**src/rtl/writeback.sv**
```systemverilog
// Writeback stage: accepts one retired instruction per handshake, selects and
// extends the register-file write data, and keeps a sticky illegal-instruction
// flag plus a retired-instruction counter.
module writeback #(
    parameter int XLEN  = 32,
    parameter int CNT_W = 64
) (
    input  logic             clk,
    input  logic             rst,
    input  logic [31:0]      IR,
    input  logic [XLEN-1:0]  RD,
    input  logic [XLEN-1:0]  A,
    input  logic [XLEN-1:0]  PC,
    input  logic             v_in,
    input  logic             stall,
    output logic             r_out,
    output logic             WE,
    output logic [4:0]       WA,
    output logic [XLEN-1:0]  WD,
    output logic             err,
    output logic [CNT_W-1:0] instret
);

    typedef enum logic [6:0] {
        OPC_LOAD   = 7'b0000011,
        OPC_OP     = 7'b0110011,
        OPC_OP_IMM = 7'b0010011,
        OPC_LUI    = 7'b0110111,
        OPC_AUIPC  = 7'b0010111,
        OPC_JAL    = 7'b1101111,
        OPC_JALR   = 7'b1100111,
        OPC_STORE  = 7'b0100011,
        OPC_BRANCH = 7'b1100011,
        OPC_SYSTEM = 7'b1110011
    } opcode_e;

    logic [6:0]      w_opcode;
    logic [2:0]      w_funct3;
    logic [4:0]      w_rd;
    logic            w_accept;
    logic            w_writes;
    logic            w_illegal;
    logic [XLEN-1:0] w_wd;

    assign w_opcode = IR[6:0];
    assign w_funct3 = IR[14:12];
    assign w_rd     = IR[11:7];

    // A registered ready means a stall cycle blocks acceptance for one extra
    // cycle after it, keeping the ready path out of the combinational loop.
    assign w_accept = v_in & r_out & ~stall;

    // Decode the accepted instruction into write intent, data and legality.
    always_comb begin
        // NOTE: every output of this block gets a default first so no path
        // through the case statements can infer a latch.
        w_writes  = 1'b0;
        w_illegal = 1'b0;
        w_wd      = '0;
        unique case (w_opcode)
            OPC_LOAD: begin
                w_writes = 1'b1;
                unique case (w_funct3)
                    3'b000:  w_wd = {{(XLEN-8){RD[7]}}, RD[7:0]};
                    3'b001:  w_wd = {{(XLEN-16){RD[15]}}, RD[15:0]};
                    3'b010:  w_wd = RD;
                    3'b100:  w_wd = {{(XLEN-8){1'b0}}, RD[7:0]};
                    3'b101:  w_wd = {{(XLEN-16){1'b0}}, RD[15:0]};
                    default: begin
                        w_writes  = 1'b0;
                        w_illegal = 1'b1;
                    end
                endcase
            end
            OPC_OP, OPC_OP_IMM, OPC_LUI, OPC_AUIPC: begin
                w_writes = 1'b1;
                w_wd     = A;
            end
            OPC_JAL, OPC_JALR: begin
                w_writes = 1'b1;
                w_wd     = PC + XLEN'(4);
            end
            OPC_STORE, OPC_BRANCH, OPC_SYSTEM: begin
                w_writes = 1'b0;
            end
            default: begin
                w_illegal = 1'b1;
            end
        endcase
    end

    // Handshake, register-file write port, sticky error and retire counter.
    always_ff @(posedge clk or posedge rst) begin
        if (rst) begin
            r_out   <= 1'b1;
            WE      <= 1'b0;
            WA      <= '0;
            WD      <= '0;
            err     <= 1'b0;
            instret <= '0;
        end else begin
            // NOTE: non-blocking assignments so every register samples the
            // pre-edge values regardless of statement order.
            r_out <= ~stall;
            WE    <= 1'b0;
            if (w_accept) begin
                WE      <= w_writes & (w_rd != 5'd0);
                WA      <= w_rd;
                WD      <= w_wd;
                instret <= instret + CNT_W'(1);
                if (w_illegal) begin
                    err <= 1'b1;
                end
            end
        end
    end

endmodule

```
**config.mk**
```make
export PLATFORM = sky130hd
export DESIGN_NAME = writeback
export DESIGN_NICKNAME = d
export VERILOG_FILES = /design/src/rtl/writeback.sv
export SDC_FILE = /design/constraint.sdc
export NUM_CORES = 1
export LEC_CHECK = 0
export ABC_AREA = 1
export CAP_MARGIN = 20
export CORE_UTILIZATION = 50
export DETAILED_ROUTE_END_ITERATION = 8
export GPL_TIMING_DRIVEN = 0
export HOLD_SLACK_MARGIN = 0.1
export PLACE_DENSITY = 0.87
export RECOVER_POWER = 100
export SLEW_MARGIN = 20
export SYNTH_ARGS = -nofsm -noshare
export SYNTH_HDL_FRONTEND = slang
export SYNTH_SLANG_ARGS = --single-unit
```
**constraint.sdc**
```tcl
create_clock -name clk -period 5.3 [get_ports clk]
set_input_delay 0.53 -clock clk [delete_from_list [all_inputs] [get_ports clk]]
set_output_delay 0.53 -clock clk [all_outputs]
set_load 0.02 [all_outputs]
```
==> flow_metrics.env, run 1 <==
export IMPL_synth_nets=1164
export IMPL_ant_nets=0
export IMPL_wl_per_cell_um=15.8
export IMPL_hold_path_depth=2
export IMPL_slew_violations=34
export IMPL_finClkSkew_ns=0.00737
export IMPL_start_kind="primary input"
export IMPL_synthArstFlopShare=1.00
export IMPL_clk_pin_slew_ns=0.07
export IMPL_grt_use_total=0.328
export IMPL_io_buffers=217
export IMPL_cap_violations=1
export IMPL_io_pins=236
export IMPL_seq_power_share=0.464
export IMPL_final_fill_count=1178
export IMPL_syn_area_um2=6920
export IMPL_die_y_um=120
export IMPL_clk_latency_ns=0.35
export IMPL_cp_arrival_ns=3.31
export IMPL_die_w_um=120
export IMPL_crit_type="primary input to flop"
export IMPL_fin_setup_tns_ns=0
export IMPL_ys_top_cells_by_count="nand2_1 (404), nor2_1 (126), dfrtp_1 (103)"
export IMPL_dp_cells=1424
export IMPL_drc_errors=0
export IMPL_hold_viol=0
export IMPL_relSlewSlack=-0.147
export IMPL_cp_required_ns=5.59
export IMPL_diodes=0
export IMPL_synth_most_common_cell="nand2_1"
export IMPL_setup_viol=0
export IMPL_place_gp_congestion=0.961
export IMPL_p_clk_frac=0.326
export IMPL_finalCriticalPeriod_ns=3.02
export IMPL_grt_pass1_wl_um=36400
export IMPL_rsz0062_at_grt="false"
export IMPL_hold_class="flop to flop"
export IMPL_ir_drop_mv=0.204
export IMPL_synth_edf_count=0
export IMPL_dp_worst_setup_slack_ns=2.82
export IMPL_finalCritPeriodShare=0.571
export IMPL_rows=42
export IMPL_path_max_fanout=10
export IMPL_hp_start="WD[3]$_DFFE_PP0P_"
export IMPL_status="finished, violations left"
export IMPL_cts_tree="done"
export IMPL_grt_pass1_vias=7232
export IMPL_final_cells=1439
export IMPL_yosysTopAreaCellShare=0.372
export IMPL_clockBufferDepth=2
export IMPL_r2r_cells=7
export IMPL_power_switching_mw=0.556
export IMPL_max_freq_mhz=331
export IMPL_finalWorstSetupSlack_ns=2.28
export IMPL_grt_max_degree=72
export IMPL_ys_types=37
export IMPL_ys_flop_type="dfrtp_1"
export IMPL_synth_seq_area_share=0.376
export IMPL_dieArea_um2=14300
export IMPL_root_buffer="clkbuf_16"
export IMPL_syn_to_final_growth_pct=36.8
export IMPL_nets=1393
export IMPL_totalWireLength_um=22800
export IMPL_vias_per_cell=5.26
export IMPL_hpwlAfterDp_um=18400
export IMPL_cts_sinks=104
export IMPL_drtIter0Drc=625
export IMPL_yosys_warnings=0
export IMPL_core_area_um2=13300
export IMPL_grt_overflow=0
export IMPL_worstMarginPinSlew_ns=1.71
export IMPL_intPower_mw=1.34
export IMPL_antenna_found_initial=0
export IMPL_synth_area_leaders="dfrtp_1 (37%), nand2_1 (22%), nor2_1 (6.8%)"
export IMPL_avgSynthCellArea_um2=6.72
export IMPL_switching_share=0.294
export IMPL_cts_buffers=9
export IMPL_ctsHtreeMaxLevel=3
export IMPL_layout_drive_gt1_share=0.0404
export IMPL_powerDensity_nw_per_um2=200
export IMPL_reg2reg_slack_ns=2.48
export IMPL_via_count=7566
export IMPL_start_util=0.519
export IMPL_r2r_end="WD[9]$_DFFE_PP0P_"
export IMPL_min_to="WD[3]$_DFFE_PP0P_"
export IMPL_cp_end_kind="flop"
export IMPL_synthCells=1030
export IMPL_cts_resized=0
export IMPL_synth_top_area_cell="dfrtp_1"
export IMPL_power_frac_comb=0.209
export IMPL_post_cts_buffers=0
export IMPL_synth_seq_cells=104
export IMPL_cts_hold_buf=0
export IMPL_p_leak_nw=4.63
export IMPL_violations="capacitance limit, slew limit"
export IMPL_firstDrtPassIters=7
export IMPL_r2r_start="r_out$_DFF_PP1_"
==> area by class of cell <==
| cell class | count | area, um2 | area share |
|---|---|---|---|
| Clock inverter | 5 | 35.0 | 0.00370 |
| Clock buffer | 10 | 229 | 0.0242 |
| Buffer | 19 | 85.1 | 0.00898 |
| Tap cell | 176 | 220 | 0.0232 |
| Inverter | 103 | 388 | 0.0409 |
| Multi-Input combinational cell | 804 | 3710 | 0.392 |
| Sequential cell | 104 | 2600 | 0.275 |
| Timing Repair Buffer | 218 | 2200 | 0.232 |
==> state kept, by name (all words and copies together) (netlist names) <==
register and cells:
err 1, instret 64, WE 1, WD 32
r_out 1, WA 5
==> cells in the final DEF (no fill, tap or decap), types with 15 or more instances in the layout <==
| cell type | instances |
|---|---|
| xor2_1 | 19 |
| a21oi_1 | 16 |
| dfrtp_1 | 103 |
| nand3_1 | 92 |
| nand3b_1 | 15 |
| clkdlybuf4s50_1 | 111 |
| nand4_1 | 15 |
| dlygate4sd3_1 | 106 |
| inv_1 | 100 |
| nor2_1 | 139 |
| xnor2_1 | 24 |
| nand2_1 | 408 |
==> worst max-delay path, cell delays in order <==
cell and delay, ns:
dlygate4sd3_1 0.56, nor2_1 0.49, clkbuf_1 0.45, clkbuf_1 0.45, clkbuf_1 0.43, o21ai_0 0.29, nand2_1 0.11
==> routing by layer <==
metal / vias up / global-route usage / wire [um]
met4: 0 / 0.156 / 840
met3: 56 / 0.0684 / 2030
met5: - / 0 / 0
met2: 393 / 0.550 / 10900
li1: 3683 / - / -
met1: 3434 / 0.403 / 9040
==> logic make-up after synthesis <==
family / after synthesis / synth area share
AND/OR/NAND/NOR: 709 / 0.451
buffers and inverters: 122 / 0.0710
flip-flops: 104 / 0.376
AO/OA/AOI/OAI: 50 / 0.0443
XOR/XNOR: 43 / 0.0544
adder cells (fa/ha/maj): 2 / 0.00361
==> worst max path at each step <==
stage | from | to | slack, ns | cells after the start
after floorplan | rst | WA[0]$_DFFE_PP0P_ | 2.04 | 1
after global placement | rst | instret[7]$_DFFE_PP0P_ | 0.39 | 2
after detailed placement | PC[2] | WD[20]$_DFFE_PP0P_ | 2.82 | 10
after CTS | PC[2] | WD[20]$_DFFE_PP0P_ | 3.20 | 10
after global routing | stall | WD[9]$_DFFE_PP0P_ | 2.06 | 7
final | stall | WD[9]$_DFFE_PP0P_ | 2.28 | 7
==> stage by stage <==
step                power [mW]   util  area [um2]  hold slack [ns]
finish                    1.89  0.710        9470            0.476
global route              1.97  0.710        9470            0.495
CTS                       1.92  0.720        9610            0.483
detailed placement        1.31  0.700        9350            0.464
global placement          1.30  0.698        9320            0.461
floorplan                 1.07      -        6920            0.556
==> power groups by stage <==
stage / clock network (mW) / logic (mW) / registers [mW]
6_report: 0.619 / 0.396 / 0.880
5_1_grt: 0.657 / 0.430 / 0.885
4_1_cts: 0.625 / 0.418 / 0.881
3_5_place_dp: 0 / 0.417 / 0.895
3_3_place_gp: 0 / 0.405 / 0.893
2_1_floorplan: 0 / 0.129 / 0.939
No activity file was read; power rests on OpenSTA's default activity.
==> inputs of run 2 (changes only) <==
--- a/config.mk
+++ b/config.mk
@@ -7,11 +7,11 @@
 export LEC_CHECK = 0
 export ABC_AREA = 1
 export CAP_MARGIN = 20
-export CORE_UTILIZATION = 50
+export CORE_UTILIZATION = 42
 export DETAILED_ROUTE_END_ITERATION = 8
 export GPL_TIMING_DRIVEN = 0
 export HOLD_SLACK_MARGIN = 0.1
-export PLACE_DENSITY = 0.87
+export PLACE_DENSITY = 0.78
 export RECOVER_POWER = 100
 export SLEW_MARGIN = 20
 export SYNTH_ARGS = -nofsm -noshare
==> constraint.sdc (replaced) <==
create_clock -name clk -period 2.4 [get_ports clk]
set_input_delay 0.24 -clock clk [delete_from_list [all_inputs] [get_ports clk]]
set_output_delay 0.24 -clock clk [all_outputs]
set_load 0.02 [all_outputs]
==> run 2 against run 1 <==
Net effect:
- the run now ends clean
- utilization fell by 11 points
- total power rose by 130%
- die area grew 19%
- worst setup slack got worse by 2.0 ns
- final cell count increased by 3.2%
- final area rose by 2.0%
- via count shrank 3.3%
- critical endpoint is now instret[59]$_DFFE_PP0P_
- largest cell class unchanged
==> flow_metrics.env, run 2 (same netlist as run 1, synthesis figures left out) <==
export IMPL_status="complete, no violations"
export IMPL_start_kind="flop"
export IMPL_cp_top_family="simple AND/OR/NAND/NOR gates"
export IMPL_cp_end_kind="flop"
export IMPL_syn_to_final_growth_pct=39.6
export IMPL_postPlaceCellArea_um2=9430
export IMPL_cts_resized=0
export IMPL_crit_buf_inv=0
export IMPL_cp_arrival_ns=2.33
export IMPL_rsz0062_at_grt="false"
export IMPL_io_buffers=217
export IMPL_dr_wl_met3_um=1700
export IMPL_final_area_um2=9670
export IMPL_max_freq_mhz=481
export IMPL_ir_drop_mv=0.390
export IMPL_via_count=7316
export IMPL_hpwlAfterDp_um=18400
export IMPL_finalCritPeriodShare=0.866
export IMPL_post_cts_buffers=0
export IMPL_hold_viol=0
export IMPL_place_gp_congestion=0.913
export IMPL_rows=46
export IMPL_grt_use_total=0.276
export IMPL_cts_sinks=104
export IMPL_path_max_fanout=7
export IMPL_ant_nets=0
export IMPL_cts_buffers=9
export IMPL_firstDrtPassIters=5
export IMPL_largest_reg_flops=64
export IMPL_drc_errors=0
export IMPL_io_pins=236
export IMPL_core_area_um2=16000
export IMPL_top_register="instret"
export IMPL_nets=1395
export IMPL_wl_per_cell_um=15.2
export IMPL_cpMaxStageDelayCell="dfstp_2"
export IMPL_biggestRegsByFlops="instret: 64 flops, WD: 32 flops, WA: 5 flops"
export IMPL_p_leak_nw=4.68
export IMPL_grt_overflow=0
export IMPL_die_w_um=130
export IMPL_relSlewSlack=0.468
export IMPL_die_y_um=130
export IMPL_route_met2_wl_um=10500
export IMPL_finalCriticalPeriod_ns=2.08
export IMPL_cpMostUsedCell="nand2_1"
export IMPL_cpPeakStageDelay_ns=0.53
export IMPL_crit_type="flop to flop"
export IMPL_mostFrequentLayoutCells="nand2_1 (408), nor2_1 (131), clkdlybuf4s50_1 (109)"
export IMPL_clockBufferDepth=2
export IMPL_cap_violations=0
export IMPL_clk_pin_slew_ns=0.08
export IMPL_finClkSkew_ns=0.00942
export IMPL_totalWireLength_um=22500
export IMPL_dieArea_um2=17000
export IMPL_cts_tree="done"
export IMPL_grt_pass1_vias=7018
export IMPL_root_buffer="clkbuf_16"
export IMPL_top_layer_used="met4"
export IMPL_setup_viol=0
export IMPL_cts_hold_buf=0
export IMPL_layout_drive_gt1_share=0.0553
export IMPL_dp_worst_setup_slack_ns=0.214
export IMPL_finalWorstSetupSlack_ns=0.322
export IMPL_slew_violations=0
export IMPL_worstMarginPinSlew_ns=0.797
export IMPL_cp_required_ns=2.65
export IMPL_start_util=0.433
export IMPL_antenna_found_initial=2
export IMPL_hold_class="primary input to asynchronous set/reset pin"
export IMPL_grt_pass1_wl_um=35600
export IMPL_clk_latency_ns=0.36
export IMPL_vias_per_cell=4.93
export IMPL_wl_met1_um=9580
export IMPL_worstPathCellList="nand2_1, nor2_4, nand3_1, nor2_4, nand2_1, nor2_4, nand2_1, nand2_1, nand2_1"
export IMPL_mostFrequentLayoutCell="nand2_1"
export IMPL_grt_max_degree=34
export IMPL_ctsHtreeMaxLevel=3
export IMPL_drtIter0Drc=529
export IMPL_powerDensity_nw_per_um2=444
[run 2: worst paths after layout]
kind                                      start                 endpoint  slack [ns]  cells after the start
worst min-delay path                        rst       WD[24]$_DFFE_PP0P_        0.34                      2
max in group asynchronous                   rst        WD[6]$_DFFE_PP0P_        0.55                      5
min in group clk                         IR[13]             WE$_DFF_PP0_        0.38                      4
worst max register to register  r_out$_DFF_PP1_  instret[59]$_DFFE_PP0P_        0.32                      9
worst min register to register  err$_DFFE_PP0P_          err$_DFFE_PP0P_        0.48                      1
worst max-delay path            r_out$_DFF_PP1_  instret[59]$_DFFE_PP0P_        0.32                      9
[run 2: report_power, final]
group          total, mW  switching, mW  internal [mW]
clock network       1.48          0.739          0.745
registers           1.93         0.0860           1.85
logic              0.877          0.466          0.411
total               4.30           1.29           3.00
[run 2: cell type report]
type                       count  area (um2)
clock inverter                 6        50.0
inverter                     103         388
timing repair buffer         220        2220
sequential                   104        2600
clock buffer                  10         239
multi-input combinational    804        3790
antenna                        3        7.51
fill                        1552        6330
buffer                        19         103
tap                          216         270
[run 2: per-stage QoR]
stage	util	power, mW	TNS, ns	cells	hold WS (ns)
floorplan	-	2.36	0	1030	0.266
global placement	0.586	2.87	-20.77	1463	0.460
detailed placement	0.589	2.90	0	1466	0.467
CTS	0.607	4.37	0	1482	0.175
global route	0.604	4.47	0	1485	0.368
finish	0.604	4.30	0	1485	0.343
[run 2: metal layers]
layer / up-vias / track usage
met3: 44 / 0.0582
met4: 0 / 0.129
li1: 3694 / -
met5: - / 0
met2: 280 / 0.450
met1: 3298 / 0.352
